<file path="src/rtl/uart_pkg.sv">
// Shared types and constants for the UART transmit arbiter.
// The tag states exist only when UART_ARB_TAG_EN is defined.
package uart_pkg;

   localparam logic [3:0] TAG_NIBBLE   = 4'hA;
   localparam int         BUSY_TIMEOUT = 4;

   typedef enum logic [2:0] {
      S_IDLE          = 3'd0,
      S_ISSUE         = 3'd1,
      S_WAIT_BUSY     = 3'd2,
      S_WAIT_DONE     = 3'd3
`ifdef UART_ARB_TAG_EN
      ,
      S_TAG_ISSUE     = 3'd4,
      S_TAG_WAIT_BUSY = 3'd5,
      S_TAG_WAIT_DONE = 3'd6
`endif
   } arb_state_t;

endpackage

</file>
<file path="src/rtl/uart_tx_arbiter_rr.sv">
// Combinational round-robin picker: the search starts one past the last grant and wraps.
module rr_arbiter #(
   parameter int NUM_REQ = 4,
   parameter int IDX_W   = $clog2(NUM_REQ)
) (
   input  logic [NUM_REQ-1:0] i_req,
   input  logic [IDX_W-1:0]   i_last_grant,
   output logic [NUM_REQ-1:0] o_grant,
   output logic [IDX_W-1:0]   o_grant_idx,
   output logic               o_any
);

   logic [IDX_W-1:0] w_pos;

   always_comb begin
      o_grant     = '0;
      o_grant_idx = '0;
      o_any       = 1'b0;
      w_pos       = '0;
      for (int k = 1; k <= NUM_REQ; k++) begin
         w_pos = IDX_W'((int'(i_last_grant) + k) % NUM_REQ);
         if (!o_any && i_req[w_pos]) begin
            o_any          = 1'b1;
            o_grant[w_pos] = 1'b1;
            o_grant_idx    = w_pos;
         end
      end
   end

endmodule

</file>
<file path="src/rtl/uart_tx_arbiter.sv">
// Round-robin arbiter sharing one UART transmitter among NUM_REQ byte sources.
// Define UART_ARB_TAG_EN to prefix every byte with a {4'hA, grant_id} tag frame.
module uart_tx_arbiter
   import uart_pkg::*;
#(
   parameter int NUM_REQ    = 4,
   parameter int DATA_WIDTH = 8
) (
   input  logic                            i_clk,
   input  logic                            i_rst,
   input  logic [NUM_REQ-1:0]              i_req_valid,
   input  logic [NUM_REQ*DATA_WIDTH-1:0]   i_req_data,
   output logic [NUM_REQ-1:0]              o_req_ready,
   output logic                            o_tx_valid,
   output logic [DATA_WIDTH-1:0]           o_tx_data_in,
   input  logic                            i_tx_busy,
   output logic [$clog2(NUM_REQ)-1:0]      o_grant_id,
   output logic                            o_arb_busy,
   output logic [2:0]                      o_state
);

   localparam int IDX_W = $clog2(NUM_REQ);

   arb_state_t             r_state;
   arb_state_t             w_next;
   logic [DATA_WIDTH-1:0]  r_hold;
   logic [IDX_W-1:0]       r_last_grant;
   logic [IDX_W-1:0]       r_grant_id;
   logic [2:0]             r_timer;
   logic                   w_timer_inc;
   logic [NUM_REQ-1:0]     w_grant;
   logic [IDX_W-1:0]       w_grant_idx;
   logic                   w_any;
   logic                   w_accept;
`ifdef UART_ARB_TAG_EN
   logic [7:0]             w_tag_byte;
   assign w_tag_byte = {TAG_NIBBLE, 4'(r_grant_id)};
`endif

   rr_arbiter #(.NUM_REQ(NUM_REQ), .IDX_W(IDX_W)) u_rr (
      .i_req        (i_req_valid),
      .i_last_grant (r_last_grant),
      .o_grant      (w_grant),
      .o_grant_idx  (w_grant_idx),
      .o_any        (w_any)
   );

   // A foreign user holding tx_busy in IDLE blocks acceptance.
   assign w_accept = (r_state == S_IDLE) && w_any && !i_tx_busy && !i_rst;

   always_ff @(posedge i_clk or posedge i_rst) begin
      if (i_rst) begin
         r_state      <= S_IDLE;
         r_hold       <= '0;
         r_last_grant <= IDX_W'(NUM_REQ - 1);
         r_grant_id   <= '0;
         r_timer      <= '0;
      end else begin
         r_state <= w_next;
         if (w_accept) begin
            r_hold       <= i_req_data[int'(w_grant_idx)*DATA_WIDTH +: DATA_WIDTH];
            r_last_grant <= w_grant_idx;
            r_grant_id   <= w_grant_idx;
         end
         if (w_timer_inc) r_timer <= r_timer + 3'd1;
         else             r_timer <= '0;
      end
   end

   always_comb begin
      w_next      = r_state;
      w_timer_inc = 1'b0;
      case (r_state)
         S_IDLE: begin
            if (w_accept) begin
`ifdef UART_ARB_TAG_EN
               w_next = S_TAG_ISSUE;
`else
               w_next = S_ISSUE;
`endif
            end
         end
         S_ISSUE: w_next = S_WAIT_BUSY;
         S_WAIT_BUSY: begin
            if (i_tx_busy)                                w_next = S_WAIT_DONE;
            else if (r_timer == 3'(BUSY_TIMEOUT - 1))     w_next = S_ISSUE;
            else                                          w_timer_inc = 1'b1;
         end
         S_WAIT_DONE: if (!i_tx_busy) w_next = S_IDLE;
`ifdef UART_ARB_TAG_EN
         S_TAG_ISSUE: w_next = S_TAG_WAIT_BUSY;
         S_TAG_WAIT_BUSY: begin
            if (i_tx_busy)                                w_next = S_TAG_WAIT_DONE;
            else if (r_timer == 3'(BUSY_TIMEOUT - 1))     w_next = S_TAG_ISSUE;
            else                                          w_timer_inc = 1'b1;
         end
         S_TAG_WAIT_DONE: if (!i_tx_busy) w_next = S_ISSUE;
`endif
         default: w_next = S_IDLE;
      endcase
   end

   always_comb begin
      o_req_ready  = w_accept ? w_grant : '0;
      o_tx_valid   = (r_state == S_ISSUE);
      o_tx_data_in = r_hold;
`ifdef UART_ARB_TAG_EN
      if (r_state == S_TAG_ISSUE) o_tx_valid = 1'b1;
      if (r_state == S_TAG_ISSUE || r_state == S_TAG_WAIT_BUSY || r_state == S_TAG_WAIT_DONE)
         o_tx_data_in = DATA_WIDTH'(w_tag_byte);
`endif
   end

   assign o_grant_id = r_grant_id;
   assign o_arb_busy = (r_state != S_IDLE);
   assign o_state    = r_state;

endmodule
</file>
<file path="config.mk">
export PLATFORM = sky130hd
export DESIGN_NAME = uart_tx_arbiter
export DESIGN_NICKNAME = d
export VERILOG_FILES = /design/src/rtl/uart_pkg.sv /design/src/rtl/uart_tx_arbiter_rr.sv /design/src/rtl/uart_tx_arbiter.sv
export SDC_FILE = /design/constraint.sdc
export NUM_CORES = 1
export LEC_CHECK = 0
export CELL_PAD_IN_SITES_DETAIL_PLACEMENT = 1
export CELL_PAD_IN_SITES_GLOBAL_PLACEMENT = 1
export CORE_MARGIN = 3
export CORE_UTILIZATION = 52
export CTS_BUF_LIST = sky130_fd_sc_hd__clkbuf_4
export DETAILED_ROUTE_END_ITERATION = 8
export DONT_BUFFER_PORTS = 1
export PLACE_DENSITY = 0.84
export SYNTH_ARGS = -nofsm -noshare
export SYNTH_HDL_FRONTEND = slang
export SYNTH_SLANG_ARGS = --single-unit
</file>
<file path="constraint.sdc">
create_clock -name i_clk -period 5.4 [get_ports i_clk]
set_input_delay 0.81 -clock i_clk [delete_from_list [all_inputs] [get_ports i_clk]]
set_output_delay 0.81 -clock i_clk [all_outputs]
set_load 0.01 [all_outputs]
</file>
==> flow_summary.toml, run 1 <==
[worst_setup_path]
r2r-start = "r_last_grant[0]$_DFFE_PP1P_"
reg2reg_slack_ns = 1.75
cp.arrival_ns = 3.35
reg2reg_to = "o_tx_data_in[7]$_DFFE_PP0P_"
cp-start-kind = "flop"
cp_max_fo = 20
cp.required_ns = 4.59
endpoint_kind = "output port"
path_class = "flop to output port"
rr_worst_depth = 8

[timing]
worst_clock_skew_ns = 0.0119
rsz0062_at_grt = "no"
tightest_slew_ns = 1.04
period_share = 0.769
maxSlewHeadroom = 0.306
maxSlewViolCount = 0
finalHoldViolations = 0
max_freq_ghz = 0.241
fin_crit_ns = 4.16
fin_ws_ns = 1.24
setup_violations = 0
fin_setup_tns_ns = 0

[cells_and_area]
fin_nets = 189
synthToLayoutAreaGrowth_pct = -2.20
fillers = 305
antenna_cells = 0
ff_latch_area_um2 = 428
drive_above_1_share = 0.137
final_util = 0.546
multiInputGateArea_um2 = 860
fin_cells = 169

[synthesis]
netlist_instances = 148
yosysTopAreaCellShare = 0.264
synth_most_common_cell = "nand2_1"
syn_area_um2 = 1420
seq_area_frac_synth = 0.301
synth-seq-cells = 17
synth_common_cells = "19 x nand2_1, 18 x mux2i_1, 15 x dfrtp_1"
ys_types = 37
yosys.area_share.simple = 0.146
async_reset_ff_frac = 1.00
yosys.area.top_type = "dfrtp_1"
synth_nets = 197
synth_edf_count = 0
synth.avg_cell_area_um2 = 9.60
synth_xor_area_frac = 0
synth-compound-area-share = 0.150
synth_top_flop_cell = "dfrtp_1"
synth_top_family_by_area = "multiplexers"
ys_warn_count = 0
ys_top_cells_by_area = "dfrtp_1 26%, mux2i_1 13%, ha_1 8.8%"
synth_adder_area_share = 0.0881
yosys-mux-area-fraction = 0.214

[clocking]
ctsResizeCount = 0
clockBufferDepth = 2
cts_buffers = 3
cts_max_level = 1
cts_tree = "built"
ctsHoldBuffers = 0
clockRootBuffer = "clkbuf_4"
cts_setup_buffers = 0
clock_latency_ns = 0.29
clk_pin_slew_ns = 0.10
cts_sinks = 17

[floorplanning]
initial_core_util = 0.558
io_pins = 58
fp.dieH_um = 58.3
die-area_um2 = 3390
dieWidth_um = 58.3
coreArea_um2 = 2540
rows = 18

[power]
p_leak_nw = 0.618
power_frac_comb = 0.584
pwr-share-clk = 0.087
p_sw_mw = 0.393
p_sw_frac = 0.473
peakVddDrop_mv = 0.315
powerDensity_nw_per_um2 = 598
sequentialPowerShare = 0.329
p_int_mw = 0.438

[flow_run]
max_cap_violations = 0

[outcome]
status = "complete, no violations"

[routing]
wire_per_inst_um = 18.9
detail-route-antenna-nets = 0
routed_wl_um = 3200
drc = 0
drtIter0Drc = 27
vias = 1078
dr.pass1.iters = 4
viasPerCell = 6.38

[grt]
grt_pass1_vias = 1106
antenna_found_initial = 0
overflow = 0
track_usage = 0.186
grt_pass1_wl_um = 4940
grt_max_degree = 21

[worst_hold_path]
min_from = "r_timer[0]$_DFF_PP0_"
holdPathStages = 1
holdCritPathClass = "flop to flop"
hold-path-endpoint = "r_timer[0]$_DFF_PP0_"

[placed_design]
dp_slack_ns = 1.59
dp_hpwl_um = 2490
gp_congestion = 0.779
dp.cells = 165
io_buffers = 0
-- sequential cells by signal, summed over array words and instances (netlist names) --
name / count
o_state: 2
r_last_grant: 2
r_timer: 3
o_grant_id: 2
o_tx_data_in: 8
-- area by class of cell --
cell class,count,share of cell area
Clock buffer,4,0.0216
Sequential cell,17,0.308
Tap cell,30,0.0270
Inverter,9,0.0243
Multi-Input combinational cell,109,0.619
-- power by group through the flow --
stage               clock network [mW]  registers [mW]  logic [mW]
floorplan                            0           0.237       0.474
global placement                     0           0.270       0.461
detailed placement                   0           0.276       0.486
CTS                             0.0743           0.274       0.487
global route                    0.0808           0.283       0.540
finish                          0.0725           0.273       0.485
-- logic make-up (layout without fill, tap and decap cells) --
group | Yosys count | after routing
AOI/OAI and AO/OA | 30 | 30
adders and majority gates | 10 | 10
buffers and inverters | 22 | 13
DFF | 17 | 17
muxes | 25 | 25
other | 1 | 1
and+or+nand+nor | 43 | 43
-- metrics by stage --
step                      total power, mW  hold slack (ns)  area, um^2
final                               0.831            0.442        1390
after global routing                0.904            0.468        1390
after CTS                           0.835            0.451        1390
after detailed placement            0.762            0.438        1360
after global placement              0.731            0.422        1360
after floorplan                     0.712            0.410        1420
-- how the worst max path moves through the flow --
| stage | depth (start not counted) | to | slack (ns) | start |
|---|---|---|---|---|
| global route | 6 | o_req_ready[2] | 0.95 | r_last_grant[0]$_DFFE_PP1P_ |
| floorplan | 11 | o_req_ready[0] | 1.78 | r_last_grant[0]$_DFFE_PP1P_ |
| CTS | 6 | o_req_ready[2] | 1.25 | r_last_grant[0]$_DFFE_PP1P_ |
| detailed placement | 6 | o_req_ready[2] | 1.59 | r_last_grant[0]$_DFFE_PP1P_ |
| finish | 6 | o_req_ready[2] | 1.24 | r_last_grant[0]$_DFFE_PP1P_ |
| global placement | 6 | o_req_ready[3] | 1.69 | r_last_grant[0]$_DFFE_PP1P_ |
-- per-layer routing --
layer,part of all wire,up-vias,routed length (um),GRT usage
met5,0,-,0,0
met4,0.0050,0,16,0.0132
met3,0.11,2,340,0.0846
met2,0.50,49,1590,0.329
met1,0.39,516,1250,0.213
li1,-,511,-,-
-- placed cells by master (no fill, tap or decap), drive strengths merged --
master   n
a21boi   1
a21o     1
a21oi    3
a22oi    4
a31oi    4
and2     1
clkbuf   4
conb     1
dfrtp   15
dfstp    2
ha      10
inv      9
mux2     3
mux2i   18
mux4     4
nand2   19
nand2b   1
nand3    1
nand3b   1
nand4    1
nor2     7
nor2b    1
nor3     1
nor4     2
nor4b    1
o21a     1
o21ai    6
o221ai   8
o22ai    1
o31ai    1
or2      5
or4      2
-- worst max-delay path, stage by stage, from the launching register on --
cell,delay (ns)
dfstp_2,0.78
inv_1,0.16
ha_1,0.49
mux4_2,0.59
nor4_1,0.27
or4_1,0.57
a31oi_1,0.18
(Power assumes the default switching activity.)
==> inputs of run 2 (changes only) <==
- CORE_UTILIZATION: 52 -> 43
- PLACE_DENSITY: 0.84 -> 0.74
- clock period: 5.4 -> 3.4 ns (I/O delays scaled with it)
==> flow_summary.toml, run 2 (synthesized netlist as in run 1, its figures left out) <==
[floorplanning]
coreArea_um2 = 3100
initial_core_util = 0.458
dieWidth_um = 63.5
rows = 20
io_pins = 58
fp.dieH_um = 63.5
die-area_um2 = 4030

[routing]
vias = 1090
drc = 0
dr.pass1.iters = 4
routed_wl_um = 3310
wire_per_inst_um = 17.7
drtIter0Drc = 28
detail-route-antenna-nets = 0
viasPerCell = 5.83

[timing]
tightest_slew_ns = 0.651
max_freq_ghz = 0.306
finalHoldViolations = 0
maxSlewHeadroom = 0.565
setup_violations = 0
fin_setup_tns_ns = 0
fin_ws_ns = 0.132
fin_crit_ns = 3.27
maxSlewViolCount = 0
period_share = 0.961
worst_clock_skew_ns = 0.00324
rsz0062_at_grt = "no"

[worst_hold_path]
holdCritPathClass = "input pin to asynchronous set/reset pin"

[worst_setup_path]
cp.arrival_ns = 2.76
cp_max_fo = 8
cp-start-kind = "flop"
endpoint_kind = "output port"
path_class = "flop to output port"
reg2reg_slack_ns = 0.55
cp.required_ns = 2.89

[grt]
grt_max_degree = 19
grt_pass1_wl_um = 5270
antenna_found_initial = 0
track_usage = 0.166
grt_pass1_vias = 1117
overflow = 0

[clocking]
clockRootBuffer = "clkbuf_4"
cts_buffers = 3
clock_latency_ns = 0.29
cts_sinks = 17
clockBufferDepth = 2
clk_pin_slew_ns = 0.10
cts_max_level = 1
ctsHoldBuffers = 0
cts_tree = "built"

[cells_and_area]
synthToLayoutAreaGrowth_pct = 2.20
final_cell_area_um2 = 1450
final_util = 0.468
final_cell_mix = "19 x nand2_1, 18 x mux2i_1, 15 x dfrtp_1"
mostFrequentLayoutCell = "nand2_1"
drive_above_1_share = 0.189
fin_nets = 193
antenna_cells = 0
largest_register_ffs = 8

[power]
powerDensity_nw_per_um2 = 939
peakVddDrop_mv = 0.322
p_leak_nw = 0.636
power_mw = 1.36

[placed_design]
gp_congestion = 0.810
place_area_um2 = 1410
io_buffers = 0
dp_hpwl_um = 2540
dp_slack_ns = 0.352

[outcome]
status = "complete, no violations"

[flow_run]
max_cap_violations = 0
-- run 2: final cells by class --
cell class              count  area, um^2
repair buffers              4        30.0
multi-input cells         109         875
clock buffers               4        30.0
inverters                   9        33.8
well taps                  44        55.1
fillers                   366        1650
flip-flops and latches     17         428
-- run 2: power by group --
part | leakage [nW] | internal (mW) | total [mW] | switching [mW]
logic | 0.406 | 0.381 | 0.862 | 0.482
clock network | 0.0184 | 0.0537 | 0.118 | 0.0641
registers | 0.212 | 0.291 | 0.383 | 0.0916
total | 0.636 | 0.725 | 1.36 | 0.637
-- run 2: critical path: stages (launching register included) --
cell and delay [ns]:
dfstp_2 0.54, inv_1 0.09, ha_2 0.43, mux4_2 0.57, nor3_1 0.25, and2_1 0.24
nand2_1 0.09, a31oi_1 0.25
-- run 2: path summary, 6_finish.rpt --
kind,to,depth (start not counted),start
hold reg to reg,r_timer[0]$_DFF_PP0_,1,r_timer[0]$_DFF_PP0_
setup / recovery,o_req_ready[0],7,r_last_grant[1]$_DFFE_PP1P_
hold / removal,o_tx_data_in[6]$_DFFE_PP0P_,1,i_rst
setup reg to reg,o_tx_data_in[1]$_DFFE_PP0P_,7,r_last_grant[1]$_DFFE_PP1P_
max in group asynchronous,o_tx_data_in[7]$_DFFE_PP0P_,1,i_rst
min in group i_clk,o_state[1]$_DFFE_PP0P_,2,i_tx_busy
-- run 2: repair_timing --
item                                    4_1_cts  5_1_grt
hold endpoints to repair                      0        0
buffers inserted                              0        0
endpoints found under the setup margin        0        4
gates resized for setup                       0        4
-- run 2: per-stage QoR --
stage	hold WS, ns	instances
global route	0.213	187
floorplan	0.410	148
detailed placement	0.434	183
CTS	0.191	187
global placement	0.421	183
finish	0.182	187
-- run 2: routing by layer --
metal	GRT usage	vias to the layer above	part of all wire	wire length [um]
met2	0.275	36	0.51	1680
li1	-	522	-	-
met3	0.0606	5	0.085	280
met1	0.200	527	0.40	1310
met4	0.0485	0	0.011	38
met5	0	-	0	0
==> inputs of run 3 (changes only) <==
- CORE_UTILIZATION: 43 -> 41
- CTS_BUF_LIST: sky130_fd_sc_hd__clkbuf_4 -> unset
- PLACE_DENSITY: 0.74 -> 0.71
==> flow_summary.toml, run 3 (synthesized netlist as in run 1, its figures left out) <==
[outcome]
status = "complete, no violations"

[routing]
detail-route-antenna-nets = 0
viasPerCell = 5.77
drtIter0Drc = 24
vias = 1079
dr.pass1.iters = 4
routed_wl_um = 3460
wire_per_inst_um = 18.5
drc = 0

[timing]
rsz0062_at_grt = "no"
period_share = 0.963
tightest_slew_ns = 0.655
maxSlewViolCount = 0
fin_crit_ns = 3.27
worst_clock_skew_ns = 0.00864
finalHoldViolations = 0
setup_violations = 0
fin_setup_tns_ns = 0
whs_ns = 0.183
max_freq_ghz = 0.305
fin_ws_ns = 0.127
maxSlewHeadroom = 0.563

[floorplanning]
coreArea_um2 = 3180
io_pins = 58
die-area_um2 = 4210
initial_core_util = 0.447
fp.dieH_um = 64.9
rows = 20
dieWidth_um = 64.9

[flow_run]
max_cap_violations = 0

[grt]
grt_pass1_wl_um = 5650
grt_max_degree = 19
grt-busiest-layer = "met2"
overflow = 0
grt_use_met1 = 0.201
met3_usage = 0.0503
grt_pass1_vias = 1156
antenna_found_initial = 0
track_usage = 0.170
met2_usage = 0.309

[power]
p_sw_mw = 0.648
power_frac_comb = 0.640
sequentialPowerShare = 0.281
peakVddDrop_mv = 0.397
p_leak_nw = 0.637
powerDensity_nw_per_um2 = 936
p_sw_frac = 0.475
p_int_mw = 0.716
pwr-share-clk = 0.079
power_mw = 1.36

[worst_hold_path]
holdCritPathClass = "input pin to asynchronous set/reset pin"

[cells_and_area]
fin_nets = 193
final_cell_mix = "19 x nand2_1, 18 x mux2i_1, 15 x dfrtp_1"
synthToLayoutAreaGrowth_pct = 2.64
mostFrequentLayoutCell = "nand2_1"
fillers = 377
drive_above_1_share = 0.196
antenna_cells = 0
final_util = 0.459
largest_register_ffs = 8

[worst_setup_path]
cp.arrival_ns = 2.76
cp.required_ns = 2.89
cp-start-kind = "flop"
max_stage_delay_ns = 0.57
cp_max_fo = 11
crit_chain = "inv_1, ha_2, mux4_2, nor4_1, or4_4, a31oi_1"
endpoint_kind = "output port"
crit_family = "simple AND/OR/NAND/NOR gates"
worst-path-buf-inv = 1
reg2reg_slack_ns = 0.37
critical_path.slowest_cell = "mux4_2"
path_class = "flop to output port"

[clocking]
cts_sinks = 17
cts_tree = "built"
cts_buffers = 3
ctsHoldBuffers = 0
cts_setup_buffers = 0
clockBufferDepth = 2
cts_max_level = 1
clk_pin_slew_ns = 0.10
clockRootBuffer = "clkbuf_4"
clock_latency_ns = 0.29

[placed_design]
io_buffers = 0
gp_congestion = 0.827
dp_slack_ns = 0.173
dp_hpwl_um = 2710
-- run 3: cell count changes in the layout (fill, tap and decap cells not counted), sizes merged --
cell    previous run  this run
clkbuf             4         3
clkinv             0         1
-- run 3: worst register-to-register path: cells and delay by family, from the launching register on --
family,cells,cell delay [ns]
compound gates,1,0.18
fa+ha+maj,1,0.44
buf+inv,1,0.09
flops,1,0.54
mux,1,0.57
simple gates,3,1.07
-- run 3: metrics by stage --
| stage | instance area, um^2 | cells |
|---|---|---|
| 2_1_floorplan | 1420 | 148 |
| 3_3_place_gp | 1410 | 183 |
| 3_5_place_dp | 1410 | 183 |
| 4_1_cts | 1440 | 187 |
| 5_1_grt | 1460 | 187 |
| 6_report | 1460 | 187 |
-- run 3: final timing paths --
kind                                        startpoint                     endpoint  cells after the start
max in group asynchronous                        i_rst    o_grant_id[1]$_DFFE_PP0P_                      1
min                                              i_rst  o_tx_data_in[7]$_DFFE_PP0P_                      1
min in group i_clk                           i_tx_busy       o_state[1]$_DFFE_PP0P_                      2
max                        r_last_grant[1]$_DFFE_PP1P_               o_req_ready[3]                      6
max reg2reg                r_last_grant[1]$_DFFE_PP1P_  o_tx_data_in[1]$_DFFE_PP0P_                      7
min reg2reg                       r_timer[0]$_DFF_PP0_         r_timer[0]$_DFF_PP0_                      1
-- run 3: power groups by stage --
stage               Sequential (mW)  Combinational (mW)  Clock, mW
finish                        0.383               0.872      0.108
global placement              0.384               0.812          0
CTS                           0.385               0.868      0.113
global route                  0.393               0.972      0.126
detailed placement            0.390               0.863          0
floorplan                     0.377               0.753          0
-- run 3: layer usage --
layer	part of all wire	up-vias
met5	0	-
met4	0.0035	0
met3	0.062	2
met2	0.51	32
met1	0.42	526
li1	-	519
-- run 3: area by class of cell --
cell class | instances | area [um^2] | share of cell area
clock inverters | 1 | 5.00 | 0.00343
flip-flops and latches | 17 | 428 | 0.294
repair buffers | 4 | 30.0 | 0.0206
inverters | 9 | 33.8 | 0.0232
clock buffers | 3 | 22.5 | 0.0155
multi-input cells | 109 | 883 | 0.606
well taps | 44 | 55.1 | 0.0378
-- run 3: repair_timing --
item	4_1_cts	5_1_grt
pin swaps	0	0
gates resized for setup	1	4
setup endpoints to repair	4	4
